--- src/rtl/button_pulse_gen_pkg.sv ---
// Shared definitions for the push-button front end: FSM state encoding and
// default timing constants for the board clock.
package button_pulse_gen_pkg;

   typedef enum logic [2:0] {
      IDLE         = 3'd0,
      PRESS_WAIT   = 3'd1,
      HELD         = 3'd2,
      REPEAT       = 3'd3,
      RELEASE_WAIT = 3'd4
   } state_t;

   localparam int DEF_CNT_W           = 16;
   localparam int DEF_DEBOUNCE_CYCLES = 16;
   localparam int DEF_REPEAT_EN       = 1;
   localparam int DEF_REPEAT_DELAY    = 50000;
   localparam int DEF_REPEAT_PERIOD   = 10000;

endpackage

--- src/rtl/sync_2ff.sv ---
// Two-flop synchroniser for a single asynchronous board input, with
// synchronous active-high reset clearing both stages.
module sync_2ff (
   input  logic clk_i,
   input  logic rst_i,
   input  logic d_i,
   output logic q_o
);

   logic meta_q;
   logic sync_q;

   // NOTE: non-blocking assignments let each flop capture the pre-edge value; blocking would collapse the chain into one stage.
   always_ff @(posedge clk_i) begin
      if (rst_i) begin
         meta_q <= 1'b0;
         sync_q <= 1'b0;
      end else begin
         meta_q <= d_i;
         sync_q <= meta_q;
      end
   end

   assign q_o = sync_q;

endmodule

--- src/rtl/button_pulse_gen.sv ---
// Debounces a raw push-button and emits one-cycle press/repeat strobes and a
// release strobe, all from registered outputs.
module button_pulse_gen
   import button_pulse_gen_pkg::*;
#(
   parameter int CNT_W           = DEF_CNT_W,
   parameter int DEBOUNCE_CYCLES = DEF_DEBOUNCE_CYCLES,
   parameter int REPEAT_EN       = DEF_REPEAT_EN,
   parameter int REPEAT_DELAY    = DEF_REPEAT_DELAY,
   parameter int REPEAT_PERIOD   = DEF_REPEAT_PERIOD
) (
   input  logic clock,
   input  logic reset,
   input  logic button_in,
   output logic button_pulse,
   output logic button_level,
   output logic release_pulse
);

   // The timer counts stable samples already seen, so the current sample closes
   // the debounce window at DEBOUNCE_CYCLES-1 (pulse after edge E+1+DEBOUNCE_CYCLES).
   localparam logic [CNT_W-1:0] DEB_LAST  = CNT_W'(DEBOUNCE_CYCLES - 1);
   localparam logic [CNT_W-1:0] DLY_LAST  = CNT_W'(REPEAT_DELAY - 1);
   localparam logic [CNT_W-1:0] PER_LAST  = CNT_W'(REPEAT_PERIOD - 1);
   localparam logic [CNT_W-1:0] TMR_ONE   = CNT_W'(1);
   localparam logic [CNT_W-1:0] TMR_MAX   = '1;
   localparam bit               DEB_SHORT = (DEBOUNCE_CYCLES == 1);
   localparam bit               RPT_ON    = (REPEAT_EN != 0);

   logic             sync_q;
   state_t           state_q, state_d;
   logic [CNT_W-1:0] timer_q, timer_d;
   logic             level_q, level_d;
   logic             press_q, press_d;
   logic             rel_q,   rel_d;

   sync_2ff u_sync (
      .clk_i (clock),
      .rst_i (reset),
      .d_i   (button_in),
      .q_o   (sync_q)
   );

   always_ff @(posedge clock) begin
      if (reset) begin
         state_q <= IDLE;
         timer_q <= '0;
         level_q <= 1'b0;
         press_q <= 1'b0;
         rel_q   <= 1'b0;
      end else begin
         state_q <= state_d;
         timer_q <= timer_d;
         level_q <= level_d;
         press_q <= press_d;
         rel_q   <= rel_d;
      end
   end

   // NOTE: every signal driven here gets a default first, so no path can infer a latch.
   always_comb begin
      state_d = state_q;
      timer_d = timer_q;
      level_d = level_q;
      press_d = 1'b0;
      rel_d   = 1'b0;

      unique case (state_q)
         IDLE: begin
            timer_d = '0;
            level_d = 1'b0;
            if (sync_q) begin
               if (DEB_SHORT) begin
                  state_d = HELD;
                  press_d = 1'b1;
                  level_d = 1'b1;
               end else begin
                  state_d = PRESS_WAIT;
                  timer_d = TMR_ONE;
               end
            end
         end

         PRESS_WAIT: begin
            if (!sync_q) begin
               state_d = IDLE;
               timer_d = '0;
            end else if (timer_q == DEB_LAST) begin
               state_d = HELD;
               press_d = 1'b1;
               level_d = 1'b1;
               timer_d = '0;
            end else begin
               timer_d = timer_q + TMR_ONE;
            end
         end

         HELD, REPEAT: begin
            if (!sync_q) begin
               if (DEB_SHORT) begin
                  state_d = IDLE;
                  level_d = 1'b0;
                  rel_d   = 1'b1;
                  timer_d = '0;
               end else begin
                  state_d = RELEASE_WAIT;
                  timer_d = TMR_ONE;
               end
            end else if (state_q == HELD) begin
               if (RPT_ON && (timer_q == DLY_LAST)) begin
                  state_d = REPEAT;
                  press_d = 1'b1;
                  timer_d = '0;
               end else if (timer_q != TMR_MAX) begin
                  timer_d = timer_q + TMR_ONE;
               end
            end else if (timer_q == PER_LAST) begin
               press_d = 1'b1;
               timer_d = '0;
            end else begin
               timer_d = timer_q + TMR_ONE;
            end
         end

         RELEASE_WAIT: begin
            if (sync_q) begin
               // Bounce during release: back to HELD, repeat delay restarts.
               state_d = HELD;
               timer_d = '0;
            end else if (timer_q == DEB_LAST) begin
               state_d = IDLE;
               level_d = 1'b0;
               rel_d   = 1'b1;
               timer_d = '0;
            end else begin
               timer_d = timer_q + TMR_ONE;
            end
         end

         default: begin
            state_d = IDLE;
            timer_d = '0;
            level_d = 1'b0;
         end
      endcase
   end

   assign button_pulse  = press_q;
   assign button_level  = level_q;
   assign release_pulse = rel_q;

endmodule

--- config.mk ---
export PLATFORM = sky130hd
export DESIGN_NAME = button_pulse_gen
export DESIGN_NICKNAME = d
export VERILOG_FILES = /design/src/rtl/button_pulse_gen_pkg.sv /design/src/rtl/sync_2ff.sv /design/src/rtl/button_pulse_gen.sv
export SDC_FILE = /design/constraint.sdc
export NUM_CORES = 1
export LEC_CHECK = 0
export ABC_CLOCK_PERIOD_IN_PS = 1800
export CAP_MARGIN = 20
export CORE_UTILIZATION = 30
export DETAILED_ROUTE_END_ITERATION = 16
export GPL_ROUTABILITY_DRIVEN = 0
export RECOVER_POWER = 25
export SLEW_MARGIN = 5
export SYNTH_ARGS = -nofsm -noshare
export SYNTH_HDL_FRONTEND = slang
export SYNTH_SLANG_ARGS = --single-unit
--- constraint.sdc ---
create_clock -name clock -period 1.8 [get_ports clock]
set_clock_uncertainty 0.2 [all_clocks]
set_input_delay 0.54 -clock clock [delete_from_list [all_inputs] [get_ports clock]]
set_output_delay 0.54 -clock clock [all_outputs]
set_load 0.05 [all_outputs]
==> results by group, run 1 <==
Status
  – Status: finished with violations
  – Failing checks: setup timing

Power
  – Sequential Power Share: 0.592
  – Internal power: 0.709 mW
  – Peak VDD IR: 0.000339 V
  – Total power: 0.906 mW
  – Switch share: 0.217
  – Logic pwr share: 0.037
  – Leak pwr: 0.717 nW
  – Clk pwr share: 0.370
  – Switch Pwr: 0.197 mW
  – Power Dens Cells: 433 nW/um^2

Run
  – Max-cap violations: 0

Die
  – # IOs: 6
  – Starting Density: 0.312
  – Die Ht: 72.0 um
  – Core Region: 4720 um^2
  – Die area: 5190 um^2
  – Core Rows: 25
  – Die Span X: 72.0 um

Setup path
  – Crit-path max FO: 5
  – Worst reg2reg startpoint: timer_q[0]
  – CP cell instances: ha_4 -> nor4b_4 -> and2_4 -> a311oi_4 -> a31oi_4 -> buf_6 -> buf_12 -> nor2_4
  – Critical Path Start Type: flip-flop
  – CP max-delay cell: a311oi_4
  – R2R Path End: timer_q[15]
  – CP required: 1.81 ns
  – CP endpoint kind: flip-flop
  – Critical path type: reg -> reg
  – R2R cell count: 8
  – WP data arrival: 1.98 ns
  – CP peak stage delay: 0.37 ns
  – FF-to-FF setup slack: -0.17 ns

Timing
  – Tcrit/Tclk final: 1.09
  – Fmax: 0.508 GHz
  – Final Max Tran Viols: 0
  – Relative slew slack: 0.774
  – Worst Max-Slew Pin Slew: 0.337 ns
  – Minimum clock period after layout: 1.97 ns
  – RSZ-0062 raised after global routing: yes
  – Final worst slack: -0.167 ns
  – Final hold violations: 0
  – Fin Hold WS: 0.252 ns
  – Setup violations, final: 17

GRT
  – Initial antenna violation count: 0
  – Vias in the first global route: 1377
  – First-pass GRT wire length: 6430 um
  – Gr usage total: 0.158
  – GRT overflow: 0
  – Largest net degree at the start of global routing: 14

Clock tree
  – Clock-pin transition on the worst setup and hold timing paths: 0.09 ns
  – CTS Hold Buffers Added: 0
  – Sink Count: 24
  – Clk root buf: clkbuf_8
  – Clk buf depth: 2
  – Cts bufs inserted: 3
  – CTS HTree Levels: 1
  – Worst-skew pair later-pin latency: 0.27 ns
  – TritonCTS clock tree: yes

Logic synthesis
  – Syn_nets: 165
  – Asr flop ratio synth: 0
  – Syn avg cell area: 9.14 um^2
  – Post-synth EDFFs: 0
  – Post-synthesis register bit count: 24
  – Cells after synthesis: 161
  – Warnings from Yosys: 0
  – Part of the Yosys area used for sequential elements: 0.327
  – Ys flop type: dfxtp_1
  – Synthesized area: 1470 um^2
  – Distinct cell type count after synthesis: 44

Finish
  – Share of cells above drive strength 1: 0.466
  – Reg area: 498 um^2
  – Final Cell Area: 2090 um^2
  – # fillers: 467
  – Commonest non-fill, non-tap cell in the layout: buf_4
  – Area of the multi-input gates: 980 um^2
  – Post-layout util: 0.443
  – Area delta synth->final: 42.1%
  – Most frequent cells in the layout: buf_4, a21oi_1, dfxtp_1, dfxtp_2
  – Nets: 211
  – Diode count: 0

Drt
  – Pre-antenna DRT Iters: 4
  – Vias/cell: 4.95
  – Vias: 1352
  – Antenna Violating Nets Remaining: 0
  – WL per Instance: 13.8 um
  – DR iter-0 viols: 62
  – DRT Wirelength: 3760 um
  – DRC Markers: 0

Hold path
  – Hold Path End: u_sync.q_o
  – Min-Delay Startpoint: u_sync.meta_q
  – Min-delay worst type: reg -> reg
  – Hold path cells: 1

Placement
  – Port Buffers: 5
  – Pre-CTS setup slack: -0.328 ns
  – Post-DP HPWL: 2700 um
  – DP Area: 1900 um^2
==> power groups by stage <==
stage                     clock network [mW]  registers, mW  logic (mW)
after floorplan                            0          0.549      0.0184
after global placement                     0          0.549      0.0312
after detailed placement                   0          0.549      0.0313
after CTS                              0.357          0.537      0.0328
after global routing                   0.378          0.537      0.0376
final                                  0.336          0.536      0.0337
==> cell usage after synthesis (2+ instances only) <==
library cell	count	area (um^2)
dfxtp_1	24	480
a21oi_1	13	65.1
nand2_1	11	41.3
nor2_4	10	113
xnor2_1	10	87.6
nand4_1	7	43.8
and3_1	6	37.5
nand3_1	6	30.0
nor2_1	6	22.5
nor3_1	6	30.0
a31oi_1	5	31.3
buf_2	5	25.0
nand2b_1	5	31.3
and4_1	4	35.0
inv_1	4	15.0
nor2b_1	4	25.0
a211oi_1	3	22.5
nor4_1	3	18.8
and2_1	2	12.5
clkbuf_1	2	7.51
nand4b_1	2	17.5
==> critical path, delay by kind of cell (launching register included) <==
kind	cells	cell delay, ns
compound gates	2	0.52
simple gates	3	0.36
flops	1	0.36
buf+inv	2	0.28
fa+ha+maj	1	0.17
==> flip-flops by register name, indices dropped and copies added (netlist names) <==
signal         count
u_sync.meta_q      1
state_q            3
timer_q           16
button_level       1
u_sync.q_o         1
release_pulse      1
button_pulse       1
==> how the worst max path moves through the flow <==
stage	startpoint	end	slack (ns)	cells after the start
after global placement	reset	timer_q[5]	-0.29	5
final	timer_q[0]	timer_q[15]	-0.17	8
after CTS	timer_q[0]	timer_q[11]	-0.12	8
after floorplan	timer_q[1]	timer_q[15]	-0.04	7
after global routing	timer_q[0]	timer_q[12]	-0.24	7
after detailed placement	reset	timer_q[6]	-0.33	5
==> routing by layer <==
layer / GRT usage / routed length, um / part of all wire / vias to the layer above
li1: - / - / - / 682
met1: 0.208 / 1800 / 0.48 / 631
met2: 0.269 / 1780 / 0.47 / 33
met3: 0.0139 / 117 / 0.031 / 6
met4: 0.0545 / 57 / 0.015 / 0
met5: 0 / 0 / 0 / -
==> cell type report <==
type / instances / share of cell area
Multi-Input combinational cell: 123 / 0.469
Sequential cell: 24 / 0.238
Timing Repair Buffer: 51 / 0.224
Tap cell: 67 / 0.0401
Clock buffer: 4 / 0.0215
Inverter: 4 / 0.00718
==> timing repair <==
| item | CTS | global route |
|---|---|---|
| endpoints found under the setup margin | 17 | 21 |
| endpoints found under the hold margin | 0 | 0 |
| gates cloned | 1 | 0 |
| gates resized for setup | 22 | 9 |
| pin swaps | 10 | 6 |
| setup buffers | 3 | 1 |
==> kinds of logic (layout without fill, tap and decap cells) <==
logic type,after synthesis,after routing,share of synthesized area
xor+xnor,10,10,0.0595
simple gates,81,81,0.389
mux,1,1,0.00765
flops,24,24,0.327
fa+ha+maj,1,1,0.00850
buf+inv,14,59,0.0587
compound gates,30,30,0.150
==> stage by stage <==
stage,TNS [ns],std cells
after CTS,-1.50,272
after detailed placement,-4.08,264
after global routing,-3.43,273
after floorplan,-0.355,161
final,-2.42,273
after global placement,-3.47,264
(Power assumes the default switching activity.)
==> run 2: changes to the inputs <==
--- a/config.mk
+++ b/config.mk
@@ -6,7 +6,7 @@
 export NUM_CORES = 1
 export LEC_CHECK = 0
 export ABC_CLOCK_PERIOD_IN_PS = 1800
-export CAP_MARGIN = 20
+export CAP_MARGIN = 30
 export CORE_UTILIZATION = 30
 export DETAILED_ROUTE_END_ITERATION = 16
 export GPL_ROUTABILITY_DRIVEN = 0
==> results of run 2 <==
No change in the layout: final DEF, timing and power equal those of run 1.
